==> src/rtl/div_pkg.sv <==
// Shared types and widths for the sequential 32/16 restoring divider.
package div_pkg;

  localparam int unsigned DIV_N     = 16;
  localparam int unsigned DIV_CNT_W = $clog2(DIV_N + 1);

  typedef enum logic [1:0] {
    IDLE = 2'd0,
    CALC = 2'd1,
    DONE = 2'd2
  } div_state_e;

endpackage

==> src/rtl/div_step.sv <==
// One restoring shift-subtract iteration: shifts {rem,qreg} left and retires one quotient bit.
module div_step
  import div_pkg::*;
#(
  parameter int unsigned N = DIV_N
) (
  input  logic [N:0]   rem_i,
  input  logic [N-1:0] qreg_i,
  input  logic [N-1:0] b_i,
  output logic [N:0]   rem_o,
  output logic [N-1:0] qreg_o
);

  logic [N:0]   rem_sh;
  logic [N+1:0] trial;
  logic         fits;

  // A set rem MSB means the shifted value is >= 2^(N+1) and always exceeds B.
  always_comb begin
    rem_sh = {rem_i[N-1:0], qreg_i[N-1]};
    trial  = {1'b0, rem_sh} - {2'b00, b_i};
    fits   = rem_i[N] | ~trial[N+1];
    rem_o  = fits ? trial[N:0] : rem_sh;
    qreg_o = {qreg_i[N-2:0], fits};
  end

endmodule

==> src/rtl/seq_div_32by16.sv <==
// Sequential 2N/N unsigned restoring divider with valid/ready handshakes.
// Optional DIV_ERR_EN macro enables divide-by-zero / quotient-overflow early exit.
module seq_div_32by16
  import div_pkg::*;
(
  input  logic                 clk,
  input  logic                 rst_n,
  input  logic                 in_valid,
  output logic                 in_ready,
  input  logic [2*DIV_N-1:0]   A,
  input  logic [DIV_N-1:0]     B,
  output logic                 out_valid,
  input  logic                 out_ready,
  output logic [DIV_N-1:0]     Q,
  output logic [DIV_N-1:0]     R,
  output logic                 div_zero,
  output logic                 ovf
);

  localparam int unsigned N = DIV_N;

  div_state_e           state_q, state_d;
  logic [DIV_CNT_W-1:0] cnt_q, cnt_d;
  logic [N:0]           rem_q, rem_d;
  logic [N-1:0]         qreg_q, qreg_d;
  logic [N-1:0]         b_q, b_d;
  logic [N-1:0]         q_q, q_d;
  logic [N-1:0]         r_q, r_d;
  logic                 in_ready_q, in_ready_d;
  logic                 out_valid_q, out_valid_d;
  logic [N:0]           step_rem;
  logic [N-1:0]         step_qreg;

`ifdef DIV_ERR_EN
  logic                 div_zero_q, div_zero_d;
  logic                 ovf_q, ovf_d;
`endif

  div_step #(.N(N)) u_step (
    .rem_i  (rem_q),
    .qreg_i (qreg_q),
    .b_i    (b_q),
    .rem_o  (step_rem),
    .qreg_o (step_qreg)
  );

  always_ff @(posedge clk) begin
    if (!rst_n) begin
      state_q     <= IDLE;
      cnt_q       <= '0;
      rem_q       <= '0;
      qreg_q      <= '0;
      b_q         <= '0;
      q_q         <= '0;
      r_q         <= '0;
      in_ready_q  <= 1'b1;
      out_valid_q <= 1'b0;
`ifdef DIV_ERR_EN
      div_zero_q  <= 1'b0;
      ovf_q       <= 1'b0;
`endif
    end else begin
      state_q     <= state_d;
      cnt_q       <= cnt_d;
      rem_q       <= rem_d;
      qreg_q      <= qreg_d;
      b_q         <= b_d;
      q_q         <= q_d;
      r_q         <= r_d;
      in_ready_q  <= in_ready_d;
      out_valid_q <= out_valid_d;
`ifdef DIV_ERR_EN
      div_zero_q  <= div_zero_d;
      ovf_q       <= ovf_d;
`endif
    end
  end

  always_comb begin
    state_d     = state_q;
    cnt_d       = cnt_q;
    rem_d       = rem_q;
    qreg_d      = qreg_q;
    b_d         = b_q;
    q_d         = q_q;
    r_d         = r_q;
    in_ready_d  = in_ready_q;
    out_valid_d = out_valid_q;
`ifdef DIV_ERR_EN
    div_zero_d  = div_zero_q;
    ovf_d       = ovf_q;
`endif

    case (state_q)
      IDLE: begin
        if (in_valid) begin
          b_d        = B;
          rem_d      = {1'b0, A[2*N-1:N]};
          qreg_d     = A[N-1:0];
          cnt_d      = '0;
          state_d    = CALC;
          in_ready_d = 1'b0;
`ifdef DIV_ERR_EN
          div_zero_d = (B == '0);
          ovf_d      = (B != '0) && (A[2*N-1:N] >= B);
          // Either error bypasses CALC with a saturated quotient.
          if ((B == '0) || (A[2*N-1:N] >= B)) begin
            state_d     = DONE;
            out_valid_d = 1'b1;
            q_d         = '1;
            r_d         = A[N-1:0];
          end
`endif
        end
      end

      CALC: begin
        rem_d  = step_rem;
        qreg_d = step_qreg;
        cnt_d  = cnt_q + DIV_CNT_W'(1);
        if (cnt_q == DIV_CNT_W'(N - 1)) begin
          state_d     = DONE;
          out_valid_d = 1'b1;
          q_d         = step_qreg;
          r_d         = step_rem[N-1:0];
        end
      end

      DONE: begin
        if (out_ready) begin
          state_d     = IDLE;
          out_valid_d = 1'b0;
          in_ready_d  = 1'b1;
        end
      end

      default: begin
        state_d     = IDLE;
        out_valid_d = 1'b0;
        in_ready_d  = 1'b1;
      end
    endcase
  end

  assign in_ready  = in_ready_q;
  assign out_valid = out_valid_q;
  assign Q         = q_q;
  assign R         = r_q;

`ifdef DIV_ERR_EN
  assign div_zero = div_zero_q;
  assign ovf      = ovf_q;
`else
  assign div_zero = 1'b0;
  assign ovf      = 1'b0;
`endif

endmodule
==> config.mk <==
export PLATFORM = sky130hd
export DESIGN_NAME = seq_div_32by16
export DESIGN_NICKNAME = d
export VERILOG_FILES = /design/src/rtl/div_pkg.sv /design/src/rtl/div_step.sv /design/src/rtl/seq_div_32by16.sv
export SDC_FILE = /design/constraint.sdc
export NUM_CORES = 1
export LEC_CHECK = 0
export ABC_AREA = 1
export ABC_CLOCK_PERIOD_IN_PS = 4100
export BUFFER_PORTS_ARGS = -buffer_cell sky130_fd_sc_hd__buf_2
export CORE_UTILIZATION = 60
export DETAILED_ROUTE_END_ITERATION = 6
export GPL_TIMING_DRIVEN = 1
export PLACE_DENSITY = 0.9
export SLEW_MARGIN = 5
export SYNTH_ARGS = -nofsm -noshare
export SYNTH_HDL_FRONTEND = slang
export SYNTH_HIERARCHICAL = 1
export SYNTH_SLANG_ARGS = --single-unit
==> constraint.sdc <==
create_clock -name clk -period 4.1 [get_ports clk]
set_input_delay 0.205 -clock clk [delete_from_list [all_inputs] [get_ports clk]]
set_output_delay 0.205 -clock clk [all_outputs]
set_load 0.03 [all_outputs]
After elaboration in Yosys (flattened, before gate mapping)
Cells that the tools add are included.

Output and inout bits: 36. Register bits: 90. Word-level logic and storage cells: 46. Input bits: 52.

Muxes and demuxes: 17. Bitwise gates (word level): 4. Eq/ne operators: 6. Reductions and logical operators: 8. Add/sub/neg operators: 2.

Operators with widths (count): 17-bit two-way mux (2); 17-bit case mux with 2 select lines (1); 16-bit case mux with 2 select lines (1); 17-bit by 16-bit subtractor with 18-bit output (1); 16-bit two-way mux (1); 5-bit case mux with 2 select lines (1); 3-bit AND reduction (3); 2-bit two-way mux (3); 2-bit != test (second input constant) (3); 1-bit case mux with 3 select lines (2); 2-bit case mux with 3 select lines (1); 2-bit AND reduction (3); 5-bit by 1-bit adder with 5-bit output (second input constant) (1); 5-bit by 4-bit == test with 1-bit output (second input constant) (1); 5-bit two-way mux (1); 1-bit two-way mux (4); 1-bit inverter (3); 2-bit by 1-bit == test with 1-bit output (second input constant) (1); 2-bit == test (second input constant) (1); 2-bit zero test (1); 2-bit nonzero test (1); 1-bit OR (1).

Longest topological paths before layout
Gate-level depths: netlist of the first run.

Word-level depth: 5. Mapped depth: 17. Mapped depth without buffers: 16.

Cells and area by module
Netlist of the first run, hierarchy kept.

By module, submodules not included: seq_div_32by16 (seq. area each 1801.7 um2, cells an instance 512, instances 1, area each 3629.7 um2); div_step (seq. area each 0.0 um2, cells an instance 292, instances 1, area each 1508.9 um2).

Worst setup path after synthesis of the first run
OpenSTA, ideal clock, no wires.

Kind: reg2reg. Start: register qreg_q[15]. End: register rem_q[12]. Slack: 2.265 ns. Buffers on the path: 0. Data arrival time: 1.718 ns. Data required time: 3.983 ns. Setup time: 0.117 ns. Stages on the path, launching flop included: 16. Period minus slack after synthesis: 1.835 ns. Cells stage by stage: dfxtp_1 > inv_1 > ha_1 > fa_1 > inv_1 > nand3_1 > nand3_1 > nand3_1 > nand3_1 > nand2_1 > nand3_1 > nand2_1 > nand2_1 > nand2_1 > nor2_1 > nor2_1.

Word-level cells in the longest chain between the ends: 5.

Ends and longest elaborated chain: start: declaration (RTL line seq_div_32by16.sv:25) `logic [N-1:0] qreg_q, qreg_d;`; start signal: assignment (RTL line seq_div_32by16.sv:66) `qreg_q <= qreg_d;`; 17-bit by 16-bit subtractor with 18-bit output (*) (RTL line div_step.sv:21) `trial = {1'b0, rem_sh} - {2'b00, b_i};`; 1-bit inverter (RTL line div_step.sv:22) `fits = rem_i[N] | ~trial[N+1];`; 1-bit OR (RTL line div_step.sv:22); 17-bit two-way mux (*) (RTL line div_step.sv:23) `rem_o = fits ? trial[N:0] : rem_sh;`; named net step_rem[12] (RTL line seq_div_32by16.sv:31) `logic [N:0] step_rem;`; 17-bit case mux with 2 select lines (*) (RTL line seq_div_32by16.sv:94) `case (state_q)`; end signal: assignment (RTL line seq_div_32by16.sv:65) `rem_q <= rem_d;`; end: declaration (RTL line seq_div_32by16.sv:24) `logic [N:0] rem_q, rem_d;`.

Mark *: on every way through the listed nets, which the timed path passes. The rest lies on a longest branch. A chain may end at the register's enable or synchronous reset.

Worst setup path after layout of the first run
Start: register b_q[14]. End: register rem_q[2].

Word-level cells in the longest chain between the ends: 5.

Ends and longest elaborated chain: start: declaration (RTL line seq_div_32by16.sv:26) `logic [N-1:0] b_q, b_d;`; start signal: assignment (RTL line seq_div_32by16.sv:53) `b_q <= '0;`; start signal: assignment (RTL line seq_div_32by16.sv:67) `b_q <= b_d;`; 17-bit by 16-bit subtractor with 18-bit output (RTL line div_step.sv:21); 1-bit inverter (RTL line div_step.sv:22); 1-bit OR (RTL line div_step.sv:22); named net step_qreg[0] (RTL line seq_div_32by16.sv:32) `logic [N-1:0] step_qreg;`; 17-bit two-way mux (RTL line div_step.sv:23); named net step_rem[2] (RTL line seq_div_32by16.sv:31); 17-bit case mux with 2 select lines (RTL line seq_div_32by16.sv:94).

The timed path passes the listed nets, and every way through them passes these cells.

==> results of run 1 <==
## kinds of logic (layout without fill, tap and decap cells)
| kind of cell | count (synthesis) | count (layout) | synth area share |
|---|---|---|---|
| AO/OA/AOI/OAI | 108 | 108 | 0.1057 |
| buffers and inverters | 128 | 174 | 0.1164 |
| flip-flops | 90 | 90 | 0.3506 |
| XOR/XNOR | 7 | 7 | 0.01193 |
| AND/OR/NAND/NOR | 451 | 451 | 0.3669 |
| other | 1 | 2 | 0.0007298 |
| adder cells (fa/ha/maj) | 19 | 19 | 0.04772 |
## sequential cells by signal (all words and copies together), names as in the netlist
| signal | count |
|---|---|
| rem_q | 17 |
| Q | 16 |
| R | 16 |
| b_q | 16 |
| qreg_q | 16 |
| cnt_q | 5 |
| state_q | 2 |
| in_ready | 1 |
| out_valid | 1 |
## power breakdown
group / internal (mW) / leakage (nW) / switching, mW
Combinational: 0.244 / 1.94 / 0.493
Clock: 0.319 / 0.104 / 0.324
Sequential: 0.924 / 0.738 / 0.0408
Total: 1.49 / 2.78 / 0.858
## synth_stat cells
library cell / n
and2_1: 1
nand2_4: 2
fa_1: 1
a21oi_1: 50
nor2_1: 111
nand3_1: 66
or2_0: 1
clkbuf_1: 19
o21ai_0: 53
dfxtp_1: 90
o21ai_1: 4
and3_1: 1
conb_1: 1
nor2_4: 2
or2_2: 1
buf_6: 4
buf_2: 16
nor2_2: 4
nand3_2: 3
nor3_1: 3
buf_4: 18
o21a_1: 1
nand2_2: 4
inv_2: 9
xor2_1: 5
nand3b_1: 4
xnor2_1: 2
ha_1: 18
inv_1: 62
nand2_1: 243
nand4_1: 5
## layer usage
layer | routed length (µm) | vias up | share of wire | GRT usage
li1 | - | 2602 | - | -
met2 | 5920 | 168 | 0.48 | 0.5036
met5 | 0 | - | 0 | 0
met1 | 5367 | 2274 | 0.44 | 0.3615
met4 | 280 | 0 | 0.023 | 0.1098
met3 | 768 | 22 | 0.062 | 0.06361
## area by class of cell
| class | instances | share of cell area |
|---|---|---|
| inverter | 71 | 0.04757 |
| sequential | 90 | 0.3216 |
| multi-input combinational | 587 | 0.4902 |
| tap | 105 | 0.02345 |
| clock inverter | 4 | 0.01027 |
| clock buffer | 11 | 0.02702 |
| timing repair buffer | 88 | 0.07995 |
## tightest hold or removal path: cells and delay by family
kind	cells	cell delay, ps
and+or+nand+nor	1	70
AOI/OAI and AO/OA	1	70
buffers and inverters	1	70
## worst paths after layout
path | start | endpoint | slack, ps | depth (start not counted)
max reg2reg | b_q[14] | rem_q[2] | 1800 | 12
min | B[9] | b_q[9] | 90 | 3
min reg2reg | in_ready | in_ready | 460 | 2
max | b_q[14] | rem_q[2] | 1800 | 12
==> results.yml, run 1 <==
floorplanning:
  fp-row-count: 33
  die-area_um2: 8939
  start_util: 0.6223
  die_w_um: 94.55
  core_um2: 8258
  io-pin-count: 88
  die_height_um: 94.55
logic_synthesis:
  synth_top_area_share: 0.3506
  ys_top_cells_by_area: "dfxtp_1 35%, nand2_1 18%, nor2_1 8.1%"
  synth.avg_cell_area_um2: 6.391
  seq_area_frac_synth: 0.3506
  syn_area_um2: 5139
  yosys.area.top_type: "dfxtp_1"
  synthCells: 804
  ys_seq_elements: 90
  synth_cell_types: 31
  yosysWarningCount: 6
grt:
  grt_pass1_wl_mm: 20.84
  antenna_found_initial: 0
  grt_max_degree: 70
  grt_usage: 0.2943
  grt_pass1_vias: 4616
  grt.overflow.total: 0
cells_and_area:
  drive_gt1_frac: 0.1516
  mostFrequentLayoutCell: "nand2_1"
  post-route-util: 0.6785
  regArea_um2: 1802
  finish.net_count: 918
  layout.cells.most_common_list: "243 x nand2_1, 111 x nor2_1, 90 x dfxtp_1"
  num-fill-cells: 774
  areaGrowthSynthToFinish_pct: 9.033
  antenna_cells: 0
  final_area_um2: 5603
  instances_no_fill: 956
  multi_input_area_um2: 2746
routing:
  vias: 5066
  vias_per_cell: 5.299
  final_antenna_net_count: 0
  dr.pass1.iters: 5
  drt-initial-drc-count: 339
  drc: 0
  wire_per_inst_um: 12.90
  wl_mm: 12.34
placed_design:
  place.gp.congestion: 0.9774
  place_hpwl_mm: 8.534
  place_area_um2: 5394
  numPortBuffers: 85
  dp_cells: 941
  dp_slack_ps: 1860
setup_path:
  crit_top_cell: "nand2_1"
  crit_arrival_ps: 2540
  crit_slowest_cell: "nor2_4"
  crit_fanout: 21
  cp_top_family: "simple AND/OR/NAND/NOR gates"
  cp-end-kind: "register"
  path_buf_inv: 1
  critPathRequiredTime_ps: 4350
  path_cells: "inv_1 -> ha_1 -> a21oi_1 -> o21ai_1 -> nor2_4 -> nand2_4 -> nand2_1 -> nand2_1 -> nand2_1 -> nand2_1 -> nor2_1 -> nor2_1"
  critPathMaxStageDelay_ps: 360
  crit_type: "reg2reg"
  start_kind: "register"
sta:
  drv_slew: 0
  rsz0062_at_grt: "no"
  fin_setup_tns_ps: 0
  fmax_mhz: 435.1
  finalCriticalPeriod_ps: 2298
  timing.hold.ws_ps: 94.91
  fin_ws_ps: 1802
  setup_viol: 0
  tightest_slew_ps: 1188
  finalHoldViolations: 0
  period_share: 0.5605
  skew_ps: 10.14
  relSlewSlack: 0.2072
cts:
  root_buffer: "clkbuf_8"
  clock-sinks: 90
  htreeDepth: 3
  clockBufferDepth: 2
  path_clk_slew_ps: 90
  tritoncts: "yes"
  cts_resized: 0
  postCtsSetupBuffers: 0
  worstSkewPairLatency_ps: 350
  cts_hold_buf: 0
  cts-buffers-inserted: 9
power:
  p_total_mw: 2.344
  p_leak_nw: 2.779
  p_per_area_nw_per_um2: 418.3
  vdd_drop_max_uv: 207.3
run_status:
  outcome: "finished clean"
worst_hold_path:
  hp-class: "in2reg"
job:
  maxCapViolCount: 0
No activity file was read; power rests on OpenSTA's default activity.
==> inputs of run 2 (changes only) <==
Settings changed: ABC_AREA 1 to 0, ABC_CLOCK_PERIOD_IN_PS 4100 to 2270, CORE_UTILIZATION 60 to 56, PLACE_DENSITY 0.9 to 0.86.
Clock period 4.1 ns to 2.27 ns, I/O delays scaled along.
==> results.yml, run 2 <==
run_status:
  outcome: "finished with violations"
  violations: "negative hold slack, negative setup slack"
routing:
  wire_per_inst_um: 18.26
  wl_mm: 15.60
  final_antenna_net_count: 0
  vias_per_cell: 6.109
  drt-initial-drc-count: 531
  vias: 5217
  dr.pass1.iters: 5
  drc: 0
cts:
  path_clk_slew_ps: 90
  root_buffer: "clkbuf_8"
  htreeDepth: 3
  clock-sinks: 90
  worstSkewPairLatency_ps: 380
  clockBufferDepth: 2
  tritoncts: "yes"
  cts-buffers-inserted: 9
logic_synthesis:
  synth.avg_cell_area_um2: 7.800
  yosys-top-cells-count: "169 x nand2_1, 90 x dfxtp_1, 67 x a21oi_1"
  synthCells: 612
  ys_top_cells_by_area: "dfxtp_1 38%, nand2_1 13%, a21oi_1 7.0%"
  yosys.area.top_type: "dfxtp_1"
  synth_edf_count: 0
  post-synth-top-count-cell: "nand2_1"
  syn_area_um2: 4773
  synth_cell_types: 63
  yosysWarningCount: 6
  ys_seq_elements: 90
  seq_area_frac_synth: 0.3775
  synthFlopType: "dfxtp_1"
  synth_top_area_share: 0.3775
  synthArstFlopShare: 0
sta:
  finalCriticalPeriod_ps: 2404
  timing.hold.ws_ps: -5.524
  skew_ps: 6.149
  rsz0062_at_grt: "yes"
  setup_viol: 15
  period_share: 1.059
  finalHoldViolations: 1
  fin_ws_ps: -133.8
  relSlewSlack: 0.4544
  drv_slew: 0
  fmax_mhz: 416.0
  tightest_slew_ps: 817.6
floorplanning:
  die-area_um2: 8897
  die_w_um: 94.33
  core_um2: 8217
  start_util: 0.5809
  fp-row-count: 33
  io-pin-count: 88
  die_height_um: 94.33
setup_path:
  r2r-start: "b_q[1]"
  crit_type: "reg2reg"
  critPathMaxStageDelay_ps: 400
  crit_arrival_ps: 2710
  r2r_slack_ps: -130
  path_buf_inv: 1
  crit_fanout: 3
  cp_top_family: "compound AO/OA/AOI/OAI gates"
  start_kind: "register"
  path_cells: "buf_4 -> fa_2 -> nand2b_4 -> o2bb2ai_4 -> o21ai_2 -> a21oi_2 -> or3_1 -> a31oi_2 -> nand2_1 -> a31oi_1"
  cp-end-kind: "register"
  r2r.worst_path.cells: 10
  critPathRequiredTime_ps: 2580
  crit_slowest_cell: "fa_2"
  r2r-end: "rem_q[14]"
worst_hold_path:
  whs_endpoint: "rem_q[6]"
  hp-class: "in2reg"
  hold_path_startpoint: "A[22]"
  holdPathStages: 3
grt:
  grt_pass1_vias: 4817
  grt_pass1_wl_mm: 22.57
  antenna_found_initial: 0
  grt_max_degree: 50
  grt.overflow.total: 0
  grt_usage: 0.3293
job:
  maxCapViolCount: 0
cells_and_area:
  drive_gt1_frac: 0.3405
  largest_register: "rem_q"
  areaGrowthSynthToFinish_pct: 36.64
  instances_no_fill: 854
  antenna_cells: 0
  num-fill-cells: 481
  post-route-util: 0.7938
  multi_input_area_um2: 3035
  mostFrequentLayoutCell: "nand2_1"
  largest_reg_flops: 17
  regArea_um2: 1819
  layout.cells.most_common_list: "159 x nand2_1, 85 x buf_2, 78 x dfxtp_1"
  finish.net_count: 815
power:
  p_per_area_nw_per_um2: 767.3
  p_leak_nw: 2.686
  swShare: 0.3480
  vdd_drop_max_uv: 425.6
  p_comb_frac: 0.401
  p_clk_frac: 0.249
  intPower_mw: 3.263
  p_switching_mw: 1.742
  p_total_mw: 5.005
  p_seq_frac: 0.350
placed_design:
  place.gp.congestion: 0.8981
  dp_cells: 785
  dp_slack_ps: -151.2
  place_hpwl_mm: 8.533
  numPortBuffers: 85
[run 2: changes by cell type after synthesis, sizes merged, moves of 11 or more]
cell	before	now
inv	71	23
nor2	117	8
nand2	249	169
o21ai	57	38
nand3	69	9
mux2	0	11
a21oi	50	68
a31oi	0	38
[run 2: kinds of logic (layout without fill, tap and decap cells)]
kind of cell	Yosys count	after routing	share of synthesized area
compound gates	172	172	0.2126
flops	90	90	0.3775
xor+xnor	10	10	0.01835
simple gates	227	230	0.2136
other cells	1	2	0.0007856
buf+inv	80	213	0.09410
fa+ha+maj	19	19	0.05138
mux	13	13	0.03172
[run 2: layout make-up]
type / instances / share of cell area
multi-input cells: 446 / 0.4654
flip-flops and latches: 90 / 0.2789
repair buffers: 174 / 0.1878
well taps: 105 / 0.02014
clock buffers: 9 / 0.01899
clock inverters: 7 / 0.01554
inverters: 23 / 0.01324
[run 2: metal layers]
metal | wire length (µm) | vias to the layer above | global-route usage
met3 | 1247 | 67 | 0.06311
met2 | 7521 | 313 | 0.5640
li1 | - | 2345 | -
met5 | 0 | - | 0
met1 | 6129 | 2492 | 0.3800
met4 | 701 | 0 | 0.1936
[run 2: repair_timing]
action | CTS | global route
buffers inserted | 4 | 9
resized for setup | 21 | 70
pin swaps | 8 | 24
setup endpoints to repair | 30 | 32
hold buffers | 38 | 0
cloned | 1 | 2
hold endpoints to repair | 38 | 0
[run 2: how the worst max path moves through the flow]
stage                     slack [ps]  cells after the start        from        end
after floorplan                  -30                     12      b_q[6]  rem_q[12]
after global placement           -30                     11  qreg_q[15]  rem_q[14]
after detailed placement        -150                     11  qreg_q[15]  rem_q[14]
after CTS                        -50                     11  qreg_q[15]  rem_q[14]
after global routing            -180                     10      b_q[1]  rem_q[14]
final                           -130                     10      b_q[1]  rem_q[14]
[run 2: stage by stage]
step / instance area (µm²) / setup TNS, ps
floorplan: 4872 / -78.23
global placement: 5384 / -42.97
detailed placement: 5384 / -487.6
CTS: 6148 / -73.80
global route: 6523 / -2100
finish: 6523 / -854.0
[run 2: worst reg2reg max path, cell delays in order, from the launching register on]
cell and delay [ps]:
dfxtp_4 360, buf_4 140, fa_2 400, nand2b_4 160
o2bb2ai_4 150, o21ai_2 230, a21oi_2 100, or3_1 340
a31oi_2 220, nand2_1 80, a31oi_1 170
[run 2: power by group through the flow]
stage / sequential [mW] / clock [mW] / combinational, mW
detailed placement: 1.77 / 0 / 1.37
floorplan: 1.75 / 0 / 1.06
global placement: 1.77 / 0 / 1.33
CTS: 1.74 / 1.26 / 1.58
global route: 1.76 / 1.33 / 2.10
finish: 1.75 / 1.25 / 2.01
